## src/rtl/move_executor.sv

```systemverilog
// Runs one quarter-turn move: decodes the move code, then generates dir setup, the step pulse train and the settle time.
// The move_done pulse rises 2*SETTLE+2*STEP_HALF*STEPS_PER_QUARTER edges after acceptance, or 1 edge after acceptance for a no-op or invalid code.
module move_executor #(
    parameter int STEP_HALF         = 5000,
    parameter int STEPS_PER_QUARTER = 50,
    parameter int SETTLE            = 20000
) (
    input  logic       clock,
    input  logic       reset,
    input  logic       start_move,
    input  logic [3:0] next_move,
    output logic [5:0] step,
    output logic [5:0] dir,
    output logic       move_done,
    output logic       busy,
    output logic       bad_code,
    output logic       overrun,
    output logic [7:0] moves_executed
);

    localparam int SET_W  = $clog2(SETTLE) + 1;
    localparam int HALF_W = $clog2(STEP_HALF) + 1;
    localparam int CW     = (SET_W > HALF_W) ? SET_W : HALF_W;
    localparam int SW     = $clog2(STEPS_PER_QUARTER) + 1;

    localparam logic [CW-1:0] SETTLE_LAST = CW'(SETTLE - 1);
    localparam logic [CW-1:0] HALF_LAST   = CW'(STEP_HALF - 1);
    localparam logic [SW-1:0] QUARTER     = SW'(STEPS_PER_QUARTER);

    typedef enum logic [2:0] {IDLE, SETUP, STEP_HI, STEP_LO, POST, DONE} state_t;

    state_t        state, state_next;
    logic [CW-1:0] cnt, cnt_next;
    logic [SW-1:0] steps, steps_next, steps_inc;
    logic [2:0]    motor, motor_next, motor_dec;
    logic          pend, pend_next;
    logic [5:0]    step_next, dir_next, motor_bit;
    logic          move_done_next, busy_next, bad_code_next, overrun_next;
    logic [7:0]    moves_next;

    always_ff @(posedge clock) begin
        if (reset) begin
            state          <= IDLE;
            cnt            <= '0;
            steps          <= '0;
            motor          <= '0;
            pend           <= 1'b0;
            step           <= '0;
            dir            <= '0;
            move_done      <= 1'b0;
            busy           <= 1'b0;
            bad_code       <= 1'b0;
            overrun        <= 1'b0;
            moves_executed <= '0;
        end else begin
            state          <= state_next;
            cnt            <= cnt_next;
            steps          <= steps_next;
            motor          <= motor_next;
            pend           <= pend_next;
            step           <= step_next;
            dir            <= dir_next;
            move_done      <= move_done_next;
            busy           <= busy_next;
            bad_code       <= bad_code_next;
            overrun        <= overrun_next;
            moves_executed <= moves_next;
        end
    end

    // Codes 1-6 and 7-12 address the same six faces in opposite directions.
    assign motor_dec = 3'((next_move <= 4'd6) ? (next_move - 4'd1) : (next_move - 4'd7));
    assign motor_bit = 6'b000001 << motor;
    assign steps_inc = steps + SW'(1);

    always_comb begin
        state_next     = state;
        cnt_next       = cnt;
        steps_next     = steps;
        motor_next     = motor;
        pend_next      = pend;
        step_next      = step;
        dir_next       = dir;
        move_done_next = 1'b0;
        busy_next      = busy;
        bad_code_next  = bad_code;
        overrun_next   = overrun;
        moves_next     = moves_executed;

        if (start_move && state != IDLE) begin
            overrun_next = 1'b1;
        end

        case (state)
            IDLE: begin
                if (start_move) begin
                    busy_next = 1'b1;
                    if (next_move == 4'd0) begin
                        pend_next  = 1'b1;
                        state_next = DONE;
                    end else if (next_move <= 4'd12) begin
                        motor_next          = motor_dec;
                        dir_next[motor_dec] = (next_move <= 4'd6);
                        cnt_next            = '0;
                        steps_next          = '0;
                        state_next          = SETUP;
                    end else begin
                        bad_code_next = 1'b1;
                        pend_next     = 1'b1;
                        state_next    = DONE;
                    end
                end
            end
            SETUP: begin
                if (cnt == SETTLE_LAST) begin
                    cnt_next   = '0;
                    step_next  = motor_bit;
                    state_next = STEP_HI;
                end else begin
                    cnt_next = cnt + CW'(1);
                end
            end
            STEP_HI: begin
                if (cnt == HALF_LAST) begin
                    cnt_next   = '0;
                    step_next  = '0;
                    state_next = STEP_LO;
                end else begin
                    cnt_next = cnt + CW'(1);
                end
            end
            STEP_LO: begin
                if (cnt == HALF_LAST) begin
                    cnt_next   = '0;
                    steps_next = steps_inc;
                    if (steps_inc < QUARTER) begin
                        step_next  = motor_bit;
                        state_next = STEP_HI;
                    end else begin
                        state_next = POST;
                    end
                end else begin
                    cnt_next = cnt + CW'(1);
                end
            end
            POST: begin
                if (cnt == SETTLE_LAST) begin
                    cnt_next       = '0;
                    move_done_next = 1'b1;
                    moves_next     = moves_executed + 8'd1;
                    pend_next      = 1'b0;
                    state_next     = DONE;
                end else begin
                    cnt_next = cnt + CW'(1);
                end
            end
            DONE: begin
                // A move that skipped the motor still owes its done pulse on the first DONE edge.
                if (pend) begin
                    move_done_next = 1'b1;
                    pend_next      = 1'b0;
                end else begin
                    busy_next  = 1'b0;
                    state_next = IDLE;
                end
            end
            default: state_next = IDLE;
        endcase
    end

endmodule

```

## config.mk

```make
export PLATFORM = sky130hd
export DESIGN_NAME = move_executor
export DESIGN_NICKNAME = d
export VERILOG_FILES = /design/src/rtl/move_executor.sv
export SDC_FILE = /design/constraint.sdc
export NUM_CORES = 1
export LEC_CHECK = 0
export ABC_AREA = 0
export BUFFER_PORTS_ARGS = -buffer_cell sky130_fd_sc_hd__buf_2
export CAP_MARGIN = 20
export CORE_MARGIN = 5
export CORE_UTILIZATION = 50
export CTS_BUF_LIST = sky130_fd_sc_hd__clkbuf_4
export DETAILED_ROUTE_END_ITERATION = 16
export PLACE_DENSITY = 0.65
export SYNTH_ARGS = -nofsm -noshare
export SYNTH_HDL_FRONTEND = slang
export SYNTH_SLANG_ARGS = --single-unit
```

## constraint.sdc

```tcl
create_clock -name clock -period 3.16 [get_ports clock]
set_input_delay 0.474 -clock clock [delete_from_list [all_inputs] [get_ports clock]]
set_output_delay 0.474 -clock clock [all_outputs]
set_load 0.05 [all_outputs]
```

### Word level (Yosys, flattened, before mapping)

Cells that the tools add are included.

| cells by class | value |
|---|---|
| add/sub/neg operators | 5 |
| $lt $le $gt $ge | 5 |
| equality and inequality tests | 17 |
| shift operators | 1 |
| muxes and demuxes | 41 |
| bitwise gates (word level) | 2 |
| reductions and logical operators | 21 |

Operators with widths:

| operator | number |
|---|---|
| $mux 16 | 5 |
| $pmux 16 s3 | 1 |
| $mux 3 | 10 |
| $mux 7 | 4 |
| $mux 6 | 4 |
| $ne 2x2->1 const B | 9 |
| $pmux 3 s6 | 1 |
| $pmux 6 s3 | 1 |
| $add 16x1->16 const B | 1 |
| $eq 16x13->1 const B | 1 |
| $eq 16x15->1 const B | 1 |
| $reduce_and 4->1 | 4 |
| $pmux 7 s2 | 1 |
| $reduce_bool 3->1 | 4 |
| $reduce_and 5->1 | 2 |
| $mux 1 | 9 |
| $add 8x1->8 const B | 1 |
| $add 7x1->7 const B | 1 |
| $lt 7x6->1 const B | 1 |
| $bwmux 6 | 1 |
| $eq 3x2->1 const B | 2 |
| $eq 3x3->1 const B | 2 |
| $reduce_and 6->1 | 1 |
| $shl 1x3->6 const A | 1 |
| 19 further kinds | 24 |

| storage, ports and cells | value |
|---|---|
| register bits | 54 |
| logic and storage cells | 104 |

### Logic depth before layout (Yosys ltp)

| logic depth | value |
|---|---|
| depth in word-level cells | 7 |
| depth in mapped cells | 9 |
| mapped depth without buffers | 7 |

### Worst setup path before layout

OpenSTA, ideal clock, no wires.

| path | value |
|---|---|
| path kind | input-to-reg |
| start | in next_move[0] |
| end | reg dir[0] |
| arrival | 2.234 ns |
| required time | 3.032 ns |
| setup slack | 0.799 ns |
| stages on the path | 7 |
| buffers on the path | 1 |
| path through | clkbuf_1 -> a31oi_1 -> fa_1 -> xnor2_1 -> nor3b_1 -> mux2i_1 -> nor2_1 |

| between the ends | value |
|---|---|
| longest elaborated chain between the ends | 7 |

Ends and longest elaborated chain:

| element | RTL line | RTL |
|---|---|---|
| start, declared | 11 | `input logic [3:0] next_move,` |
| $le 4x3->1 (tied with other cells) | 72, 103 |  |
| $mux 3 | 72 | `assign motor_dec = 3'((next_move <= 4'd6) ? (next_move - 4'd1) : (next_move - 4'd7));` |
| $lt 3x4->1 (not written as such) or $ge 3x1->1 (tied branches) | 103 | `dir_next[motor_dec] = (next_move <= 4'd6);` |
| $logic_and 1x1->1 (not written as such) | 103 |  |
| $mux 1 (not written as such) | 103 |  |
| $demux 1 s3 | 103 |  |
| $bwmux 6 | 103 |  |
| end signal, assigned | 62 | `dir <= dir_next;` |
| end, declared | 13 | `output logic [5:0] dir,` |

Several ways; a longest one is shown, not always the timed one.
A chain may end at the register's enable or synchronous reset.

### Final worst setup path

| path | value |
|---|---|
| start | reg steps[0] |
| end | reg step[3] |

| between the ends | value |
|---|---|
| longest elaborated chain between the ends | 4 |

Ends and longest elaborated chain:

| element | RTL line | RTL |
|---|---|---|
| start, declared | 34 | `logic [SW-1:0] steps, steps_next, steps_inc;` |
| start signal, assigned | 58 | `steps <= steps_next;` |
| $add 7x1->7 | 74 | `assign steps_inc = steps + SW'(1);` |
| $lt 7x6->1 | 136 | `if (steps_inc < QUARTER) begin` |
| $ne 2x2->1 (no source line) | n/a |  |
| $reduce_and 5->1 (no source line) | n/a |  |
| end signal, assigned | 61 | `step <= step_next;` |
| end, declared | 12 | `output logic [5:0] step,` |

Every way passes these cells.

==> impl_summary.txt <==
----------------------------------------------------
[Run status]
  Run status ... completed

[Pwr]
  Sequential share of power ... a little over two fifths
  Areal power density over the cells ... approximately 570 nW/um^2
  Switching share of power ... around two fifths
  Clock network fraction of design power ... 16.7%
  Reported leakage power ... roughly 0.0012 uW
  Cell Int Power ... ~1100 uW
  Sw Pwr ... ~740 uW
  Highest ir drop seen on vdd ... roughly 0.38 mV
  Combinational power share ... 39.5%

[CTS]
  Hold-fix buffers, CTS ... 0
  Clock slew at the register clock pins of the worst setup and hold paths ... roughly 0.15 ns
  Clock tree root buffer cell ... sky130_fd_sc_hd__clkbuf_4
  Maximum level of the CTS H-tree ... 2
  Post CTS Setup Buffer Count ... 0
  Maximum count of clock buffers along a single path ... 2
  CTS tree ... built
  Clock latency on the worst-skew pair ... about 0.36 ns
  Number of buffers inserted during clock tree synthesis ... 5
  PostCTS Resize Cnt ... 0
  CTS Sinks ... between 50 and 60

[Yosys]
  Number of different library cells in the post-synthesis netlist ... 59
  Netlist area before placement ... about 2900 sq um
  Flip-flop and latch count after synthesis ... between 50 and 60
  Net count after synthesis ... approximately 360
  Top flip-flop cell by instance count after synthesis ... sky130_fd_sc_hd__dfxtp_1
  Mapped Avg Cell Area ... approximately 8.5 sq um
  Area share of the largest cell type after synthesis ... 36.7%
  Async set or reset register ratio after synthesis ... 0%
  Biggest area contributors in the synthesized netlist ... sky130_fd_sc_hd__dfxtp_1 (37%), sky130_fd_sc_hd__nor2_1 (6.0%), sky130_fd_sc_hd__mux2i_1 (4.4%)
  Synthesis Warnings ... 0
  Instance count of the mapped netlist ... 345
  Sequential fraction of the synthesis area ... around 37%
  Library cell occupying the most area in the post-synthesis netlist ... sky130_fd_sc_hd__dfxtp_1
  Number of enable-type register cells in the synthesized netlist ... 0

[Timing]
  Final clock period utilization by the worst path ... approximately three quarters
  Accumulated negative setup slack ... 0 ns
  Clock period minus worst slack ... about 2.4 ns
  Worst clock skew ... between 0.005 and 0.006 ns
  Final setup fails ... 0
  Hold slack final ... approximately 0.47 ns
  Headroom to the max-slew limit ... 51.8%
  Number of failing hold endpoints at the final stage ... 0
  RSZ-0062 raised after global routing ... no
  F_max ... 420 MHz
  Number of pins exceeding their max-slew limit in the final report ... 0
  Transition time at the pin with the least slew margin ... between 0.7 and 0.8 ns

[Critical path]
  Register-to-register setup slack ... slightly below 0.8 ns
  Critical Path Sink Type ... flop
  Crit path kind ... reg -> reg
  Worst reg-to-reg path cell count ... 7
  Critical Path Source Type ... flop
  Crit-path cells ... ha_1, nand3_1, o21ai_0, a221oi_1, nor3_1, o41ai_4, mux2i_1
  Delay contributed by the slowest stage of the critical path ... 0.62 ns
  Cell family with the largest share of critical-path delay ... compound AO/OA/AOI/OAI gates
  Worst r2r src ... steps[0]$_SDFFE_PP0P_
  Crit-path slowest cell ... sky130_fd_sc_hd__o41ai_4
  Data arrival time of the worst path ... ~2.7 ns
  Required time reported for the critical path endpoint ... between 3 and 4 ns
  Reg-to-reg endpoint ... step[3]$_SDFFE_PP0P_
  Crit path max fanout ... 8
  Number of buffers and inverters on the critical path ... 0

[Layout]
  Antenna diodes ... 0
  Final-layout fill cell count ... approximately 560
  Sequential Area ... ~1100 sq um
  Syn-to-layout area delta ... 8.36%
  Finished Core Util ... between 50 and 60%
  Commonest non-fill, non-tap cells in the layout ... sky130_fd_sc_hd__dfxtp_1 (54), sky130_fd_sc_hd__nor2_1 (47), sky130_fd_sc_hd__buf_2 (30)
  Ratio of cells with drive above 1 in the final layout ... ~17%
  Total area of multi-input combinational cells ... about 1800 sq um
  Most common cell after layout, fill and taps aside ... sky130_fd_sc_hd__dfxtp_1
  Layout net count ... approximately 380
  Final instance area ... 3200 sq um
  Final Non-Filler Cells ... roughly 440

[Die]
  Floorplan Core Area ... between 5000 and 6000 sq um
  Die span in y ... around 87 um
  Initial core utilization ... 50.7%
  Number of ports placed on the die boundary ... 31
  X dimension of the die ... 86.8 um
  Full die area ... around 7500 sq um
  Rows ... 28

[Place]
  Hpwl dp ... roughly 4.4 mm
  Number of instances in the placed design ... 433
  Gpl congestion ... ~0.81
  Placed inst area ... roughly 3100 sq um
  Total of buffers placed on input and output ports ... 30

[Route]
  Average wire length per cell after detail routing ... between 10 and 15 um
  First-iteration detailed-routing DRC count ... between 150 and 200
  Remaining antenna violation count ... 0
  Number of detailed-routing iterations run before antenna repair ... 5
  Via-per-instance ratio ... between 5 and 6
  Post-detailed-routing wire length ... 6.20 mm
  Remaining routing DRC violations ... 0
  Total vias in the final route ... roughly 2500

[Global route]
  Wire length of the first global-routing pass ... 10.8 mm
  Antenna violations before repair ... 0
  Global-route usage over all layers ... between 10% and 20%
  Maximum number of pins on one net before global-route repair ... 42
  Number of global-route vias before repair ... between 2000 and 2500
  Leftover overflow at the end of global routing ... 0

[Run]
  Max-cap check violation count ... 0

[Hold path]
  Min-delay worst type ... in -> reg
  Worst Min Path Start ... start_move
  Hold depth ... 3
  Hold-critical path endpoint ... overrun$_SDFFE_PP0P_

----------------------------------------------------
==> per-layer routing <==
metal / GRT usage (%) / routed length (um) / up-vias
met5: 0 / 0 / -
li1: - / - / 1300
met2: 27.5 / 2910 / 56
met1: 24.2 / 3050 / 1191
met4: 3.54 / 33 / 0
met3: 2.85 / 212 / 2
==> sequential cells by signal, indices dropped and copies added, names as in the netlist <==
signal and count:
cnt 16, moves_executed 8, steps 7, dir 6, step 6, motor 3
state 3, bad_code 1, busy 1, move_done 1, overrun 1, pend 1
==> synth_stat cells, types with 4 or more instances <==
master / count
sky130_fd_sc_hd__dfxtp_1: 54
sky130_fd_sc_hd__nor2_1: 47
sky130_fd_sc_hd__nand2_1: 20
sky130_fd_sc_hd__a21oi_1: 17
sky130_fd_sc_hd__clkbuf_1: 17
sky130_fd_sc_hd__nand3_1: 15
sky130_fd_sc_hd__nand4_1: 14
sky130_fd_sc_hd__mux2i_1: 13
sky130_fd_sc_hd__xor2_1: 12
sky130_fd_sc_hd__o21ai_0: 10
sky130_fd_sc_hd__xnor2_1: 10
sky130_fd_sc_hd__nand2b_1: 9
sky130_fd_sc_hd__nor4_1: 9
sky130_fd_sc_hd__nor3_1: 8
sky130_fd_sc_hd__nor2b_1: 6
sky130_fd_sc_hd__a211oi_1: 5
sky130_fd_sc_hd__and3_1: 5
sky130_fd_sc_hd__or3_1: 5
sky130_fd_sc_hd__a31oi_1: 4
sky130_fd_sc_hd__inv_1: 4
sky130_fd_sc_hd__nor3b_1: 4
==> final cells by class <==
class	count	share of cell area (%)
Multi-Input combinational cell	265	55.1
Timing Repair Buffer	35	5.87
Inverter	4	0.470
Clock inverter	2	0.431
Clock buffer	6	1.41
Sequential cell	54	33.8
Tap cell	75	2.94
==> worst max-delay path by stage <==
| stage | cells after the start | end | slack [ns] | start |
|---|---|---|---|---|
| after floorplan | 7 | dir[0]$_SDFFE_PP0P_ | 0.80 | next_move[0] |
| after global placement | 8 | dir[0]$_SDFFE_PP0P_ | 0.77 | next_move[0] |
| after detailed placement | 8 | dir[0]$_SDFFE_PP0P_ | 0.71 | next_move[0] |
| after CTS | 7 | step[5]$_SDFFE_PP0P_ | 0.75 | steps[0]$_SDFFE_PP0P_ |
| after global routing | 7 | step[5]$_SDFFE_PP0P_ | 0.52 | steps[0]$_SDFFE_PP0P_ |
| final | 7 | step[3]$_SDFFE_PP0P_ | 0.78 | steps[0]$_SDFFE_PP0P_ |
==> per-stage QoR <==
| step | total power [uW] | worst slack, ns |
|---|---|---|
| after floorplan | 1370 | 0.799 |
| after global placement | 1530 | 0.775 |
| after detailed placement | 1530 | 0.715 |
| after CTS | 1840 | 0.751 |
| after global routing | 1960 | 0.524 |
| final | 1830 | 0.778 |
==> power groups by stage <==
stage / clock (uW) / combinational [uW] / sequential (uW)
floorplan: 0 / 550 / 822
global placement: 0 / 717 / 814
detailed placement: 0 / 722 / 812
CTS: 321 / 723 / 798
global route: 344 / 806 / 813
finish: 306 / 723 / 801
==> cell families after synthesis <==
kind of cell | synth area share [%]
AND/OR/NAND/NOR | 30.6
AO/OA/AOI/OAI | 15.7
flip-flops | 36.7
buffers and inverters | 3.69
XOR/XNOR | 6.53
multiplexers | 4.79
adder cells (fa/ha/maj) | 1.95
==> worst min-delay path, stage by stage <==
cell	delay (ns)
sky130_fd_sc_hd__buf_2	0.18
sky130_fd_sc_hd__a21oi_1	0.09
sky130_fd_sc_hd__nor2_1	0.07
No activity file was read; power rests on OpenSTA's default activity.
